==> config.mk <==
export PLATFORM = sky130hd
export DESIGN_NAME = dot_operand_fetch
export DESIGN_NICKNAME = d
export VERILOG_FILES = /design/src/rtl/dot_operand_fetch.sv
export SDC_FILE = /design/constraint.sdc
export NUM_CORES = 1
export LEC_CHECK = 0
export BUFFER_PORTS_ARGS = -buffer_cell sky130_fd_sc_hd__buf_4
export CAP_MARGIN = 20
export CORE_UTILIZATION = 45
export CTS_CLUSTER_SIZE = 25
export DETAILED_ROUTE_END_ITERATION = 6
export HOLD_SLACK_MARGIN = 0.08
export PLACE_DENSITY = 0.68
export SETUP_SLACK_MARGIN = 0.2
export SLEW_MARGIN = 5
export SYNTH_ARGS = -nofsm -noshare
export SYNTH_HDL_FRONTEND = slang
export SYNTH_SLANG_ARGS = --single-unit
==> constraint.sdc <==
create_clock -name clk -period 2.6 [get_ports clk]
set_input_delay 0.26 -clock clk [delete_from_list [all_inputs] [get_ports clk]]
set_output_delay 0.26 -clock clk [all_outputs]
set_load 0.005 [all_outputs]
==> src/rtl/dot_operand_fetch.sv <==
// Operand sequencer feeding dotProduct: two synchronous-read operand memories and
// a four-state job FSM that streams VECTOR_WIDTH element pairs, then waits for the result.
module dot_operand_fetch #(
    parameter int DATA_WIDTH     = 8,
    parameter int VECTOR_WIDTH   = 4,
    parameter int ADDR_WIDTH     = 5,
    parameter int TIMEOUT_CYCLES = 64
) (
    input  logic                  clk,
    input  logic                  rst_n,
    input  logic                  wr_en,
    input  logic                  wr_sel,
    input  logic [ADDR_WIDTH-1:0] wr_addr,
    input  logic [DATA_WIDTH-1:0] wr_data,
    input  logic                  start,
    input  logic [ADDR_WIDTH-1:0] base_addr1,
    input  logic [ADDR_WIDTH-1:0] base_addr2,
    input  logic                  result_valid,
    output logic [DATA_WIDTH-1:0] mem1_output,
    output logic [DATA_WIDTH-1:0] mem2_output,
    output logic                  data_valid,
    output logic                  busy,
    output logic                  done,
    output logic                  timeout_err,
    output logic [1:0]            dbg_state
);

    localparam int DEPTH = 1 << ADDR_WIDTH;
    localparam int CW    = (VECTOR_WIDTH > 1) ? $clog2(VECTOR_WIDTH) : 1;
    localparam int TW    = $clog2(TIMEOUT_CYCLES + 1);
    localparam logic [CW-1:0] LAST_IDX  = CW'(VECTOR_WIDTH - 1);
    localparam logic [TW-1:0] LAST_TICK = TW'(TIMEOUT_CYCLES - 1);

    typedef enum logic [1:0] {
        S_IDLE  = 2'd0,
        S_FETCH = 2'd1,
        S_DRAIN = 2'd2,
        S_WAIT  = 2'd3
    } state_t;

    state_t                r_state;
    state_t                w_next_state;
    logic [DATA_WIDTH-1:0] r_mem1 [0:DEPTH-1];
    logic [DATA_WIDTH-1:0] r_mem2 [0:DEPTH-1];
    logic [ADDR_WIDTH-1:0] r_addr1;
    logic [ADDR_WIDTH-1:0] r_addr2;
    logic [CW-1:0]         r_idx;
    logic [TW-1:0]         r_wait_cnt;
    logic [DATA_WIDTH-1:0] r_rd1;
    logic [DATA_WIDTH-1:0] r_rd2;
    logic                  r_rd_valid;
    logic                  w_accept;
    logic                  w_issue;
    logic                  w_done;
    logic                  w_timeout;

    assign dbg_state = r_state;

    // data_valid is a pure valid strobe with no ready: dotProduct must take every
    // pair in the cycle it is presented; the stream cannot be stalled.
    always_comb begin
        w_next_state = r_state;
        w_accept     = 1'b0;
        w_issue      = 1'b0;
        w_done       = 1'b0;
        w_timeout    = 1'b0;
        case (r_state)
            S_IDLE: begin
                if (start) begin
                    w_accept     = 1'b1;
                    w_next_state = S_FETCH;
                end
            end
            S_FETCH: begin
                w_issue = 1'b1;
                if (r_idx == LAST_IDX) begin
                    w_next_state = S_DRAIN;
                end
            end
            S_DRAIN: begin
                w_next_state = S_WAIT;
            end
            S_WAIT: begin
                // result_valid takes priority over an expiring timeout
                if (result_valid) begin
                    w_done       = 1'b1;
                    w_next_state = S_IDLE;
                end else if (r_wait_cnt == LAST_TICK) begin
                    w_done       = 1'b1;
                    w_timeout    = 1'b1;
                    w_next_state = S_IDLE;
                end
            end
            default: begin
                w_next_state = S_IDLE;
            end
        endcase
    end

    always_ff @(posedge clk or negedge rst_n) begin
        if (!rst_n) begin
            r_state     <= S_IDLE;
            r_addr1     <= '0;
            r_addr2     <= '0;
            r_idx       <= '0;
            r_wait_cnt  <= '0;
            r_rd_valid  <= 1'b0;
            mem1_output <= '0;
            mem2_output <= '0;
            data_valid  <= 1'b0;
            busy        <= 1'b0;
            done        <= 1'b0;
            timeout_err <= 1'b0;
        end else begin
            r_state <= w_next_state;
            if (w_accept) begin
                r_addr1 <= base_addr1;
                r_addr2 <= base_addr2;
                r_idx   <= '0;
            end else if (w_issue) begin
                // natural overflow gives the modulo-2^ADDR_WIDTH wrap
                r_addr1 <= r_addr1 + 1'b1;
                r_addr2 <= r_addr2 + 1'b1;
                r_idx   <= r_idx + 1'b1;
            end
            if (r_state != S_WAIT) begin
                r_wait_cnt <= '0;
            end else begin
                r_wait_cnt <= r_wait_cnt + 1'b1;
            end
            r_rd_valid  <= w_issue;
            data_valid  <= r_rd_valid;
            mem1_output <= r_rd_valid ? r_rd1 : '0;
            mem2_output <= r_rd_valid ? r_rd2 : '0;
            busy        <= (w_next_state != S_IDLE) | w_done;
            done        <= w_done;
            timeout_err <= w_timeout;
        end
    end

    // Memory arrays are deliberately outside reset so contents survive it.
    always_ff @(posedge clk) begin
        if (wr_en && !wr_sel) begin
            r_mem1[wr_addr] <= wr_data;
        end
        if (wr_en && wr_sel) begin
            r_mem2[wr_addr] <= wr_data;
        end
        if (w_issue) begin
            r_rd1 <= r_mem1[r_addr1];
            r_rd2 <= r_mem2[r_addr2];
        end
    end

endmodule
; ---- Word level (Yosys, flattened, before mapping)
; Memories as Yosys holds them, arrays and structs flattened. A register that Yosys moved wholly into a read port is not among the register bits.
; Index checks and enable logic that the tools add are counted.
[word_totals]
in_bits = 29
out_inout_bits = 22
ram_bits = 512
regBits = 42
mem_count = 2
[op_classes]
muxes = 26
bitwise_logic = 1
addsub = 4
reduce_logical = 6
n_eq_ne = 6
[mem_list]
columns = memory, words, word_bits, read_ports, rd_clocked_by_memory_dff, wr, line_no
row1 = r_mem1, 32, 8, 1, 1, 1, 43  ; logic [DATA_WIDTH-1:0] r_mem1 [0:DEPTH-1];
row2 = r_mem2, 32, 8, 1, 1, 1, 44  ; logic [DATA_WIDTH-1:0] r_mem2 [0:DEPTH-1];
[ops]
columns = cell, count
row1 = $mux 5, 4
row2 = $mux 8, 2
row3 = $mux 1, 12
row4 = $mux 2, 6
row5 = $add 5x1->5 const B, 2
row6 = $pmux 2 s4, 1
row7 = $add 7x1->7 const B, 1
row8 = $eq 7x6->1 const B, 1
row9 = $mux 7, 1
row10 = $eq 2x2->1 const B, 3
row11 = $reduce_bool 2->1, 2
row12 = $add 2x1->2 const B, 1
row13 = $eq 2x1->1 const B, 1
row14 = $logic_and 1x1->1, 2
row15 = $logic_not 2->1, 1
row16 = $ne 2x2->1 const B, 1
row17 = $logic_not 1->1, 1
row18 = $or 1x1->1, 1

; ---- Logic depth before layout (Yosys ltp)
; Gate-level depths: netlist of the first run.
[depth]
depth_word = 6
depth_mapped = 8

; ---- Worst setup path before layout of the first run
; OpenSTA, ideal clock, no wires.
[synth_timing]
kind = reg2reg
from = register r_state[0] (netlist: dbg_state[0])
to = register r_rd1[0], read port of r_mem1 (enable)
n_path_buf = 1
stages_incl_launch_ff = 3
path_slack_ps = 669
arrival_ps = 1536
path_cell_list = dfrtp_1 > clkbuf_1 > nor2b_1
[synth_between]
elab_chain_cells = 2
[synth_lines]
columns = element, line_no
row1 = from (decl), 41  ; state_t r_state;
row2 = from (signal assigned), 115  ; r_state <= w_next_state;
row3 = $eq 2x1->1, 67  ; case (r_state)
row4 = $mux 1, 67
row5 = net w_issue, 53  ; logic w_issue;
row6 = to (decl), 49  ; logic [DATA_WIDTH-1:0] r_rd1;
; The timed path passes the listed nets, and every way through them passes these cells.
; A chain may end at the register's enable or synchronous reset.

==> impl_metrics.py, run 1 <==
metrics = {
    "run_status": {
        "run_status": "completed",
    },
    "placement": {
        "buffer_ports.inserted": 50,
        "placed_cells_incl_taps": 1818,
        "detailedPlacementHpwl_mm": 30.6,
        "gp_routability_congestion": 0.820,
    },
    "logic_synthesis": {
        "yosys_most_used_dff": "edfxtp_1",
        "ys_warns": 0,
        "number_of_enable_type_register_cells_in_the_synthesized_netlist": 528,
        "syn-cell-area_um2": 22100,
        "synth-async-reset-ratio_pct": 7.37,
        "synth-seq-area-share_pct": 76.6,
        "ys_ff_latch": 570,
        "synthesis.instances": 1112,
        "postSynthNetCount": 1145,
        "synthesis.area_per_instance_um2": 19.8,
        "synth.lib_cells_used.distinct": 41,
    },
    "sta": {
        "timing.fmax_mhz": 434,
        "max_slew.worst_pin.slew_ps": 852,
        "clock_period_minus_final_worst_setup_slack_ps": 2300,
        "timing.clock.skew_ps": 9.73,
        "finalSetupTns_ps": 0,
        "final-max-slew-violation-count": 0,
        "unrepaired_setup_endpoints_after_global_routing": "no",
        "max_slew_margin_pct": 43.0,
        "hold_slack_ps": 206,
        "report.final.hold_viol_count": 0,
        "setup-violations-final": 0,
        "fin_crit_share_pct": 88.5,
    },
    "global_route": {
        "track_usage_pct": 20.4,
        "first_pass_grt_wire_length_mm": 74.4,
        "largest_net_degree_at_the_start_of_global_routing": 65,
        "global_route.usage.met1_pct": 29.4,
        "grt.busiest_layer": "met2",
        "grt_use_met3_pct": 3.89,
        "vias_in_the_first_global_route": 11600,
        "groute.layer.met2.usage_pct": 30.8,
        "gr-total-overflow": 0,
        "antenna_found_initial": 0,
    },
    "power": {
        "power_density_of_the_placed_cells_nw_per_um2": 1020,
        "total_leakage_power_uw": 0.00865,
        "maximum_vdd_ir_drop_uv": 582,
        "power.share.sequential_pct": 42.8,
        "switching_power_uw": 7510,
        "switch_share_pct": 28.7,
        "combinationalPowerShare_pct": 26.1,
        "cell_internal_pwr_uw": 18700,
        "pwr-share-clk_pct": 31.1,
    },
    "setup_path": {
        "crit_chain": "buf_4 > nand3b_1 > buf_4 > o221ai_1 > a21oi_1 > a21oi_1",
        "crit_end": "r_rd1[0]",
        "worst-endpoint-arrival_ps": 2640,
        "end_kind": "flip-flop",
        "reg2reg_from": "r_addr1[1]",
        "timing.critical_path.required_ps": 2940,
        "path_delay_family": "compound AO/OA/AOI/OAI gates",
        "critPathLaunch": "r_addr1[1]",
        "timing.rr.end": "r_rd1[0]",
        "cp_num_buf_inv": 2,
        "critical_path_class": "reg2reg",
        "worst-r2r-setup-slack_ps": 300,
        "cp_depth": 6,
        "cp_max_fo": 11,
        "cpPeakStageDelay_ps": 580,
        "r2r.worst_path.cells": 6,
        "cp-start-kind": "flip-flop",
        "critical_path.slowest_cell": "dfrtp_1",
    },
    "clock_tree": {
        "tritoncts": "done",
        "clk_transition_reported_paths_ps": 60,
        "cts_made_buffers": 55,
        "tritoncts_num_sinks": 570,
        "clock_insertion_delay_worst_skew_ps": 610,
        "ctsRootBufferMaster": "clkbuf_16",
        "h-tree-depth": 2,
        "cts_max_path_buffers": 3,
    },
    "cells_and_area": {
        "final_net_count": 1311,
        "drive_above_1_share_pct": 27.1,
        "fillerInstances": 3669,
        "syn2layout_area_growth_pct": 16.6,
        "instances_no_fill": 1938,
        "regArea_um2": 16900,
        "multi_input_area_um2": 4760,
        "post-route-util_pct": 53.6,
        "antenna-diode-count": 0,
    },
    "drt": {
        "routed_wire_length_per_instance_um": 25.4,
        "route.final.wire_length_mm": 49.2,
        "drtPass1Iterations": 5,
        "via_count": 11300,
        "avgViaCountPerCell": 5.84,
        "detailedRoute.firstIterationViolations": 1285,
        "drcViolationCount": 0,
        "drtAntennaViolNets": 0,
    },
    "flow_run": {
        "drv_cap": 0,
    },
    "floorplan": {
        "start_util_pct": 45.9,
        "floorplan.rows": 80,
        "die_width_um": 223,
        "overall_die_area_um2": 49900,
        "core_um2": 48000,
        "ios": 51,
        "die_extent_in_y_um": 223,
    },
    "min_path": {
        "worst_hold_path_type": "in2async",
    },
}
## Yosys cell counts, types with 16 or more instances
cell type	instances	share of area, %
o221ai_1	16	0.64
and2_1	16	0.45
nand3_1	17	0.39
mux2i_1	68	3.1
a22oi_1	20	0.68
buf_2	22	0.50
nor2_1	81	1.4
o22ai_1	20	0.57
dfrtp_1	42	4.8
edfxtp_1	528	72
a21oi_1	44	1.0
clkbuf_1	20	0.34
mux4_2	92	9.4
## final cells by class
| type | count | area share, % |
|---|---|---|
| flip-flops and latches | 570 | 65.7 |
| multi-input cells | 475 | 18.5 |
| clock buffers | 68 | 5.58 |
| repair buffers | 172 | 5.56 |
| well taps | 615 | 2.99 |
| clock inverters | 34 | 1.58 |
| inverters | 4 | 0.0583 |
## cells by family after synthesis
family / count (synthesis) / synth area share [%]
flip-flops: 570 / 76.6
buffers and inverters: 67 / 1.84
AND/OR/NAND/NOR: 159 / 3.48
AO/OA/AOI/OAI: 141 / 4.70
XOR/XNOR: 4 / 0.159
adder cells (fa/ha/maj): 4 / 0.227
multiplexers: 167 / 13.0
## state kept, by name (all words and copies together), names as in the netlist, 2 cells and up
register and cells:
mem2_output 8, dbg_state 2, r_wait_cnt 7, r_addr1 5
r_idx 2, r_addr2 5, r_rd1 8, mem1_output 8
r_rd2 8, r_mem1 256, r_mem2 256
## per-stage QoR
step | worst slack (ps) | area, µm² | total power, µW
CTS | 215 | 25700 | 26300
floorplan | 669 | 22100 | 15700
global placement | 93.3 | 23700 | 18000
global route | 209 | 25700 | 27300
detailed placement | 65.2 | 23700 | 18000
finish | 298 | 25700 | 26200
## routing by layer
| metal | vias up | part of all wire (%) |
|---|---|---|
| met5 | - | 0 |
| met4 | 0 | 3.1 |
| met3 | 95 | 7.8 |
| met2 | 479 | 46 |
| met1 | 5854 | 43 |
| li1 | 4893 | - |
## how the worst min path moves through the flow
stage | to | startpoint | cells after the start
after detailed placement | mem2_output[0] | rst_n | 1
after global routing | r_mem2[3][5] | wr_data[5] | 1
after floorplan | busy | rst_n | 0
after CTS | mem2_output[0] | rst_n | 2
after global placement | mem2_output[0] | rst_n | 1
final | mem2_output[0] | rst_n | 2
## power by group through the flow
stage / sequential [µW] / clock, µW / combinational (µW)
6_report: 11200 / 8150 / 6830
3_5_place_dp: 11500 / 0 / 6590
2_1_floorplan: 10900 / 0 / 4790
3_3_place_gp: 11400 / 0 / 6510
5_1_grt: 11300 / 8630 / 7340
4_1_cts: 11200 / 8280 / 6790
## cells in the final DEF (no fill, tap or decap), types with 5 or more instances in the layout
| master | instances |
|---|---|
| clkinv_1 | 7 |
| clkbuf_1 | 12 |
| a21oi_1 | 44 |
| buf_12 | 5 |
| mux2i_1 | 68 |
| dfrtp_1 | 39 |
| clkinv_2 | 13 |
| a2111oi_2 | 13 |
| nand3_1 | 17 |
| a22o_1 | 15 |
| o21ai_0 | 8 |
| and2_1 | 16 |
| dlygate4sd3_1 | 13 |
| mux2_2 | 5 |
| buf_4 | 150 |
| mux4_2 | 92 |
| nor2_1 | 81 |
| clkbuf_16 | 56 |
| o221ai_1 | 16 |
| bufinv_16 | 9 |
| o22ai_1 | 20 |
| nand3b_1 | 7 |
| nand2_1 | 9 |
| nor2b_1 | 10 |
| edfxtp_1 | 528 |
| a22oi_1 | 20 |
## what timing repair did
item,in CTS,in global routing
resized for setup,4,1
pin swaps,0,0
endpoints found under the setup margin,9,2
cloned,0,1
hold endpoints to repair,56,0
hold buffers,13,0
setup buffers,4,0
No activity file was read; power rests on OpenSTA's default activity.
==> run 2: changes to the inputs <==
- PLACE_DENSITY: 0.68 -> unset
==> run 2 against run 1 <==
Net effect: design area shrank 0.27%; maximum frequency grew 0.33%; global-route usage rose by 0.28 points; register-to-register slack barely moved; sequential share of layout area increased by 0.18 points; critical path type unchanged; highest routed layer is now met5; total power fell by 1.9%.
==> impl_metrics.py, run 2 (synthesis results as in run 1) <==
metrics = {
    "drt": {
        "via_count": 11200,
        "route.final.wire_length_mm": 50.3,
        "drcViolationCount": 0,
        "avgViaCountPerCell": 5.73,
        "drtAntennaViolNets": 0,
        "routed_wire_length_per_instance_um": 25.9,
        "drtPass1Iterations": 5,
        "detailedRoute.firstIterationViolations": 1018,
    },
    "cells_and_area": {
        "multi_input_area_um2": 4760,
        "most_used_cells_in_the_layout_excluding_fill_and_tap_cells": "528 x edfxtp_1, 160 x buf_4, 92 x mux4_2, 81 x nor2_1, 68 x mux2i_1",
        "reg.largest.list": "r_mem1 x256, r_mem2 x256",
        "syn2layout_area_growth_pct": 16.3,
        "regArea_um2": 16900,
        "most_common_library_cell_in_the_layout_ignoring_fill_and_taps": "edfxtp_1",
        "final_net_count": 1319,
        "antenna-diode-count": 0,
        "drive_above_1_share_pct": 26.7,
        "post-route-util_pct": 53.4,
        "fillerInstances": 3745,
    },
    "clock_tree": {
        "tritoncts_num_sinks": 570,
        "h-tree-depth": 2,
        "tritoncts": "done",
        "cts_max_path_buffers": 3,
        "clock_insertion_delay_worst_skew_ps": 620,
        "cts_made_buffers": 56,
        "ctsRootBufferMaster": "clkbuf_16",
        "clk_transition_reported_paths_ps": 60,
    },
    "floorplan": {
        "start_util_pct": 45.9,
        "core_um2": 48000,
        "floorplan.rows": 80,
        "die_width_um": 223,
        "overall_die_area_um2": 49900,
        "die_extent_in_y_um": 223,
        "ios": 51,
    },
    "power": {
        "switch_share_pct": 28.8,
        "pwr-share-clk_pct": 30.2,
        "switching_power_uw": 7400,
        "power_density_of_the_placed_cells_nw_per_um2": 1000,
        "combinationalPowerShare_pct": 26.3,
        "total_leakage_power_uw": 0.00862,
        "maximum_vdd_ir_drop_uv": 515,
        "power.share.sequential_pct": 43.5,
        "cell_internal_pwr_uw": 18300,
    },
    "setup_path": {
        "r2r.worst_path.cells": 6,
        "crit_end": "r_rd1[0]",
        "cp-start-kind": "flip-flop",
        "critPathLaunch": "r_addr1[0]",
        "critical_path_class": "reg2reg",
        "timing.critical_path.required_ps": 2920,
        "reg2reg_from": "r_addr1[0]",
        "cp_max_fo": 36,
        "timing.rr.end": "r_rd1[0]",
        "end_kind": "flip-flop",
        "worst-r2r-setup-slack_ps": 310,
        "worst-endpoint-arrival_ps": 2620,
    },
    "global_route": {
        "largest_net_degree_at_the_start_of_global_routing": 65,
        "vias_in_the_first_global_route": 11300,
        "antenna_found_initial": 3,
        "track_usage_pct": 20.6,
        "first_pass_grt_wire_length_mm": 74.6,
        "gr-total-overflow": 0,
    },
    "sta": {
        "report.final.hold_viol_count": 0,
        "finalSetupTns_ps": 0,
        "clock_period_minus_final_worst_setup_slack_ps": 2290,
        "max_slew.worst_pin.slew_ps": 848,
        "timing.fmax_mhz": 436,
        "setup-violations-final": 0,
        "unrepaired_setup_endpoints_after_global_routing": "yes",
        "fin_crit_share_pct": 88.3,
        "hold_slack_ps": 170,
        "timing.clock.skew_ps": 30.5,
        "setup_ws_ps": 305,
        "max_slew_margin_pct": 43.3,
        "final-max-slew-violation-count": 0,
    },
    "placement": {
        "detailedPlacementHpwl_mm": 31.4,
        "buffer_ports.inserted": 50,
        "place_ws_ps": 275,
        "gp_routability_congestion": 0.798,
    },
    "run_status": {
        "run_status": "completed",
    },
    "min_path": {
        "worst_hold_path_type": "in2reg",
    },
    "flow_run": {
        "drv_cap": 0,
    },
}
## run 2: cell types whose count changed in the layout (fill, tap and decap cells not counted), sizes merged
cell,previous run,this run
clkbuf,69,81
buf,158,167
clkinv,21,15
bufinv,9,4
inv,8,6
clkinvlp,0,1
dlygate4sd3,13,12
## run 2: final cells by class
| cell class | count | area share (%) |
|---|---|---|
| Inverter | 4 | 0.0585 |
| Multi-Input combinational cell | 475 | 18.5 |
| Clock inverter | 22 | 0.814 |
| Sequential cell | 570 | 65.9 |
| Timing Repair Buffer | 179 | 5.69 |
| Tap cell | 615 | 3.00 |
| Clock buffer | 81 | 5.99 |
## run 2: worst min path at each step
stage,start,end,slack (ps),cells after the start
2_1_floorplan,rst_n,busy,-40,0
3_3_place_gp,rst_n,mem2_output[0],300,1
3_5_place_dp,rst_n,mem2_output[0],320,1
4_1_cts,base_addr1[0],r_addr1[0],140,4
5_1_grt,base_addr1[0],r_addr1[0],180,4
6_report,base_addr1[0],r_addr1[0],170,4
## run 2: routing by layer
layer  GRT usage (%)  share of wire (%)  vias to the layer above
met5               0              0.022                        -
met4            7.11                2.7                        2
met3            3.81                6.5                       85
met2            31.8                 47                      343
met1            29.7                 44                     5810
li1                -                  -                     4912
## run 2: what timing repair did
action	CTS	global route
gates resized for setup	0	1
setup buffers	0	7
endpoints found under the setup margin	0	3
hold endpoints to repair	54	0
hold buffers	12	0
## run 2: through the flow
stage	cells	power [µW]	area (µm²)
floorplan	1112	15700	22100
global placement	1824	18000	23700
detailed placement	1824	18100	23700
CTS	1939	25800	25600
global route	1946	26800	25700
finish	1946	25700	25700
## run 2: power groups by stage
stage                     Clock (µW)  Sequential, µW  Combinational [µW]
after floorplan                    0           10900                4790
after global placement             0           11400                6640
after detailed placement           0           11400                6680
after CTS                       7920           11200                6700
after global routing            8260           11200                7280
final                           7770           11200                6750
## run 2: worst max-delay path: stages, from the launching register on
cell and delay (ps):
dfrtp_4 440, buf_12 280, buf_4 360, mux2i_1 230, o22ai_1 120, a2111oi_2 470
a21oi_1 70
==> run 3: changes to the inputs <==
- CORE_UTILIZATION: 45 -> 34
==> run 3 against run 2 <==
Net effect: final cell count increased by 12%; maximum frequency decreased by 1.7%; highest routed layer unchanged; sequential power about the same; die area increased by 32%; clock skew decreased by 19 ps; clock-buffer cell count decreased by 3; total power increased by 0.94%; register-to-register slack got worse by 40 ps; core utilization decreased by 13 points; first-iteration DRC count decreased by 0.39%.
==> impl_metrics.py, run 3 (synthesis results as in run 1) <==
metrics = {
    "cells_and_area": {
        "reg.largest.list": "r_mem1 x256, r_mem2 x256",
        "antenna-diode-count": 0,
        "drive_above_1_share_pct": 27.1,
        "syn2layout_area_growth_pct": 17.8,
        "finish.instance_area_um2": 26000,
        "final_net_count": 1314,
        "most_used_cells_in_the_layout_excluding_fill_and_tap_cells": "528 x edfxtp_1, 156 x buf_4, 92 x mux4_2, 81 x nor2_1, 68 x mux2i_1",
        "most_common_library_cell_in_the_layout_ignoring_fill_and_taps": "edfxtp_1",
        "instances_no_fill": 2182,
    },
    "clock_tree": {
        "tritoncts": "done",
        "ctsRootBufferMaster": "clkbuf_16",
        "cts_max_path_buffers": 3,
        "clock_insertion_delay_worst_skew_ps": 600,
        "clk_transition_reported_paths_ps": 60,
        "h-tree-depth": 2,
        "tritoncts_num_sinks": 570,
        "cts_made_buffers": 55,
    },
    "placement": {
        "gp_routability_congestion": 0.776,
        "place_ws_ps": 124,
        "detailedPlacementHpwl_mm": 31.7,
        "placed_cells_incl_taps": 2058,
        "buffer_ports.inserted": 50,
        "postPlaceCellArea_um2": 23900,
    },
    "sta": {
        "max_slew_margin_pct": 39.4,
        "report.final.hold_viol_count": 0,
        "finalSetupTns_ps": 0,
        "setup-violations-final": 0,
        "max_slew.worst_pin.slew_ps": 910,
        "timing.fmax_mhz": 428,
        "unrepaired_setup_endpoints_after_global_routing": "no",
        "fin_crit_share_pct": 89.8,
        "setup_ws_ps": 265,
        "timing.clock.skew_ps": 11.5,
        "clock_period_minus_final_worst_setup_slack_ps": 2340,
        "final-max-slew-violation-count": 0,
    },
    "floorplan": {
        "die_width_um": 257,
        "floorplan.rows": 93,
        "core_um2": 64200,
        "ios": 51,
        "overall_die_area_um2": 65900,
        "start_util_pct": 34.4,
        "die_extent_in_y_um": 257,
    },
    "min_path": {
        "worstHoldStart": "start",
        "worst_hold_path_type": "in2reg",
        "hold-path-endpoint": "r_addr1[0]",
        "holdPathStages": 4,
    },
    "setup_path": {
        "cpPeakStageDelay_ps": 700,
        "reg2reg_from": "r_addr2[1]",
        "timing.critical_path.required_ps": 3040,
        "worst-endpoint-arrival_ps": 2770,
        "critical_path.slowest_cell": "nor2_1",
        "cp-start-kind": "flip-flop",
        "critical_path.most_common_cell": "buf_4",
        "cp_max_fo": 11,
        "timing.rr.end": "r_rd2[6]",
        "end_kind": "flip-flop",
        "worst-r2r-setup-slack_ps": 260,
        "cp_num_buf_inv": 2,
        "critical_path_class": "reg2reg",
        "r2r.worst_path.cells": 5,
        "crit_chain": "buf_4 > nor2_1 > buf_4 > a21oi_1 > a22oi_1",
        "path_delay_family": "simple AND/OR/NAND/NOR gates",
    },
    "drt": {
        "drtPass1Iterations": 5,
        "routed_wire_length_per_instance_um": 23.1,
        "detailedRoute.firstIterationViolations": 1014,
        "avgViaCountPerCell": 5.07,
        "drcViolationCount": 0,
        "route.final.wire_length_mm": 50.4,
        "via_count": 11100,
        "drtAntennaViolNets": 0,
    },
    "power": {
        "total_leakage_power_uw": 0.00861,
        "maximum_vdd_ir_drop_uv": 497,
        "power_density_of_the_placed_cells_nw_per_um2": 998,
        "overall_power_uw": 25900,
    },
    "global_route": {
        "gr-total-overflow": 0,
        "antenna_found_initial": 2,
        "track_usage_pct": 15.3,
        "first_pass_grt_wire_length_mm": 74.7,
        "largest_net_degree_at_the_start_of_global_routing": 65,
        "vias_in_the_first_global_route": 11400,
    },
    "flow_run": {
        "drv_cap": 0,
    },
    "run_status": {
        "run_status": "completed",
    },
}
-- run 3: worst max path at each step --
stage	from	endpoint	slack, ps	cells past startpoint
after floorplan	dbg_state[0]	r_rd1[0]	670	2
after global placement	r_addr1[0]	r_rd1[4]	130	5
after detailed placement	r_addr1[0]	r_rd1[4]	120	5
after CTS	r_addr2[0]	r_rd2[7]	210	4
after global routing	r_addr1[0]	r_rd1[4]	200	5
final	r_addr2[1]	r_rd2[6]	260	5
-- run 3: repair_timing --
item / in CTS / in global routing
hold buffers: 14 / 0
setup buffers: 2 / 5
pin swaps: 0 / 0
hold endpoints to repair: 54 / 0
setup endpoints to repair: 4 / 7
resized for setup: 2 / 3
-- run 3: report_power, final --
group / leakage (µW) / switching (µW) / internal (µW)
registers: 0.00529 / 681 / 10600
clock network: 0.000872 / 3310 / 4570
logic: 0.00245 / 3480 / 3270
-- run 3: stage by stage --
stage	utilization, %	hold WS [ps]
6_report	40.5	128
5_1_grt	40.5	104
4_1_cts	40.4	91.3
3_5_place_dp	37.3	324
3_3_place_gp	37.3	318
2_1_floorplan	-	-35.6
-- run 3: per-layer routing --
layer | vias to the layer above | GRT usage (%) | wire length, µm
li1 | 4896 | - | -
met1 | 5765 | 21.5 | 22300
met2 | 329 | 24.3 | 24100
met3 | 62 | 2.90 | 2960
met4 | 2 | 3.98 | 987
met5 | - | 0 | 14
-- run 3: worst reg2reg max path: stages, from the launching register on --
cell,delay (ps)
dfrtp_1,530
buf_4,280
nor2_1,710
buf_4,310
a21oi_1,160
a22oi_1,190
-- run 3: layout make-up --
type / count / area, µm²
inverter: 4 / 15.0
sequential: 570 / 16900
clock buffer: 78 / 1520
multi-input combinational: 475 / 4790
fill: 5696 / 38200
clock inverter: 25 / 260
timing repair buffer: 175 / 1410
tap: 855 / 1070
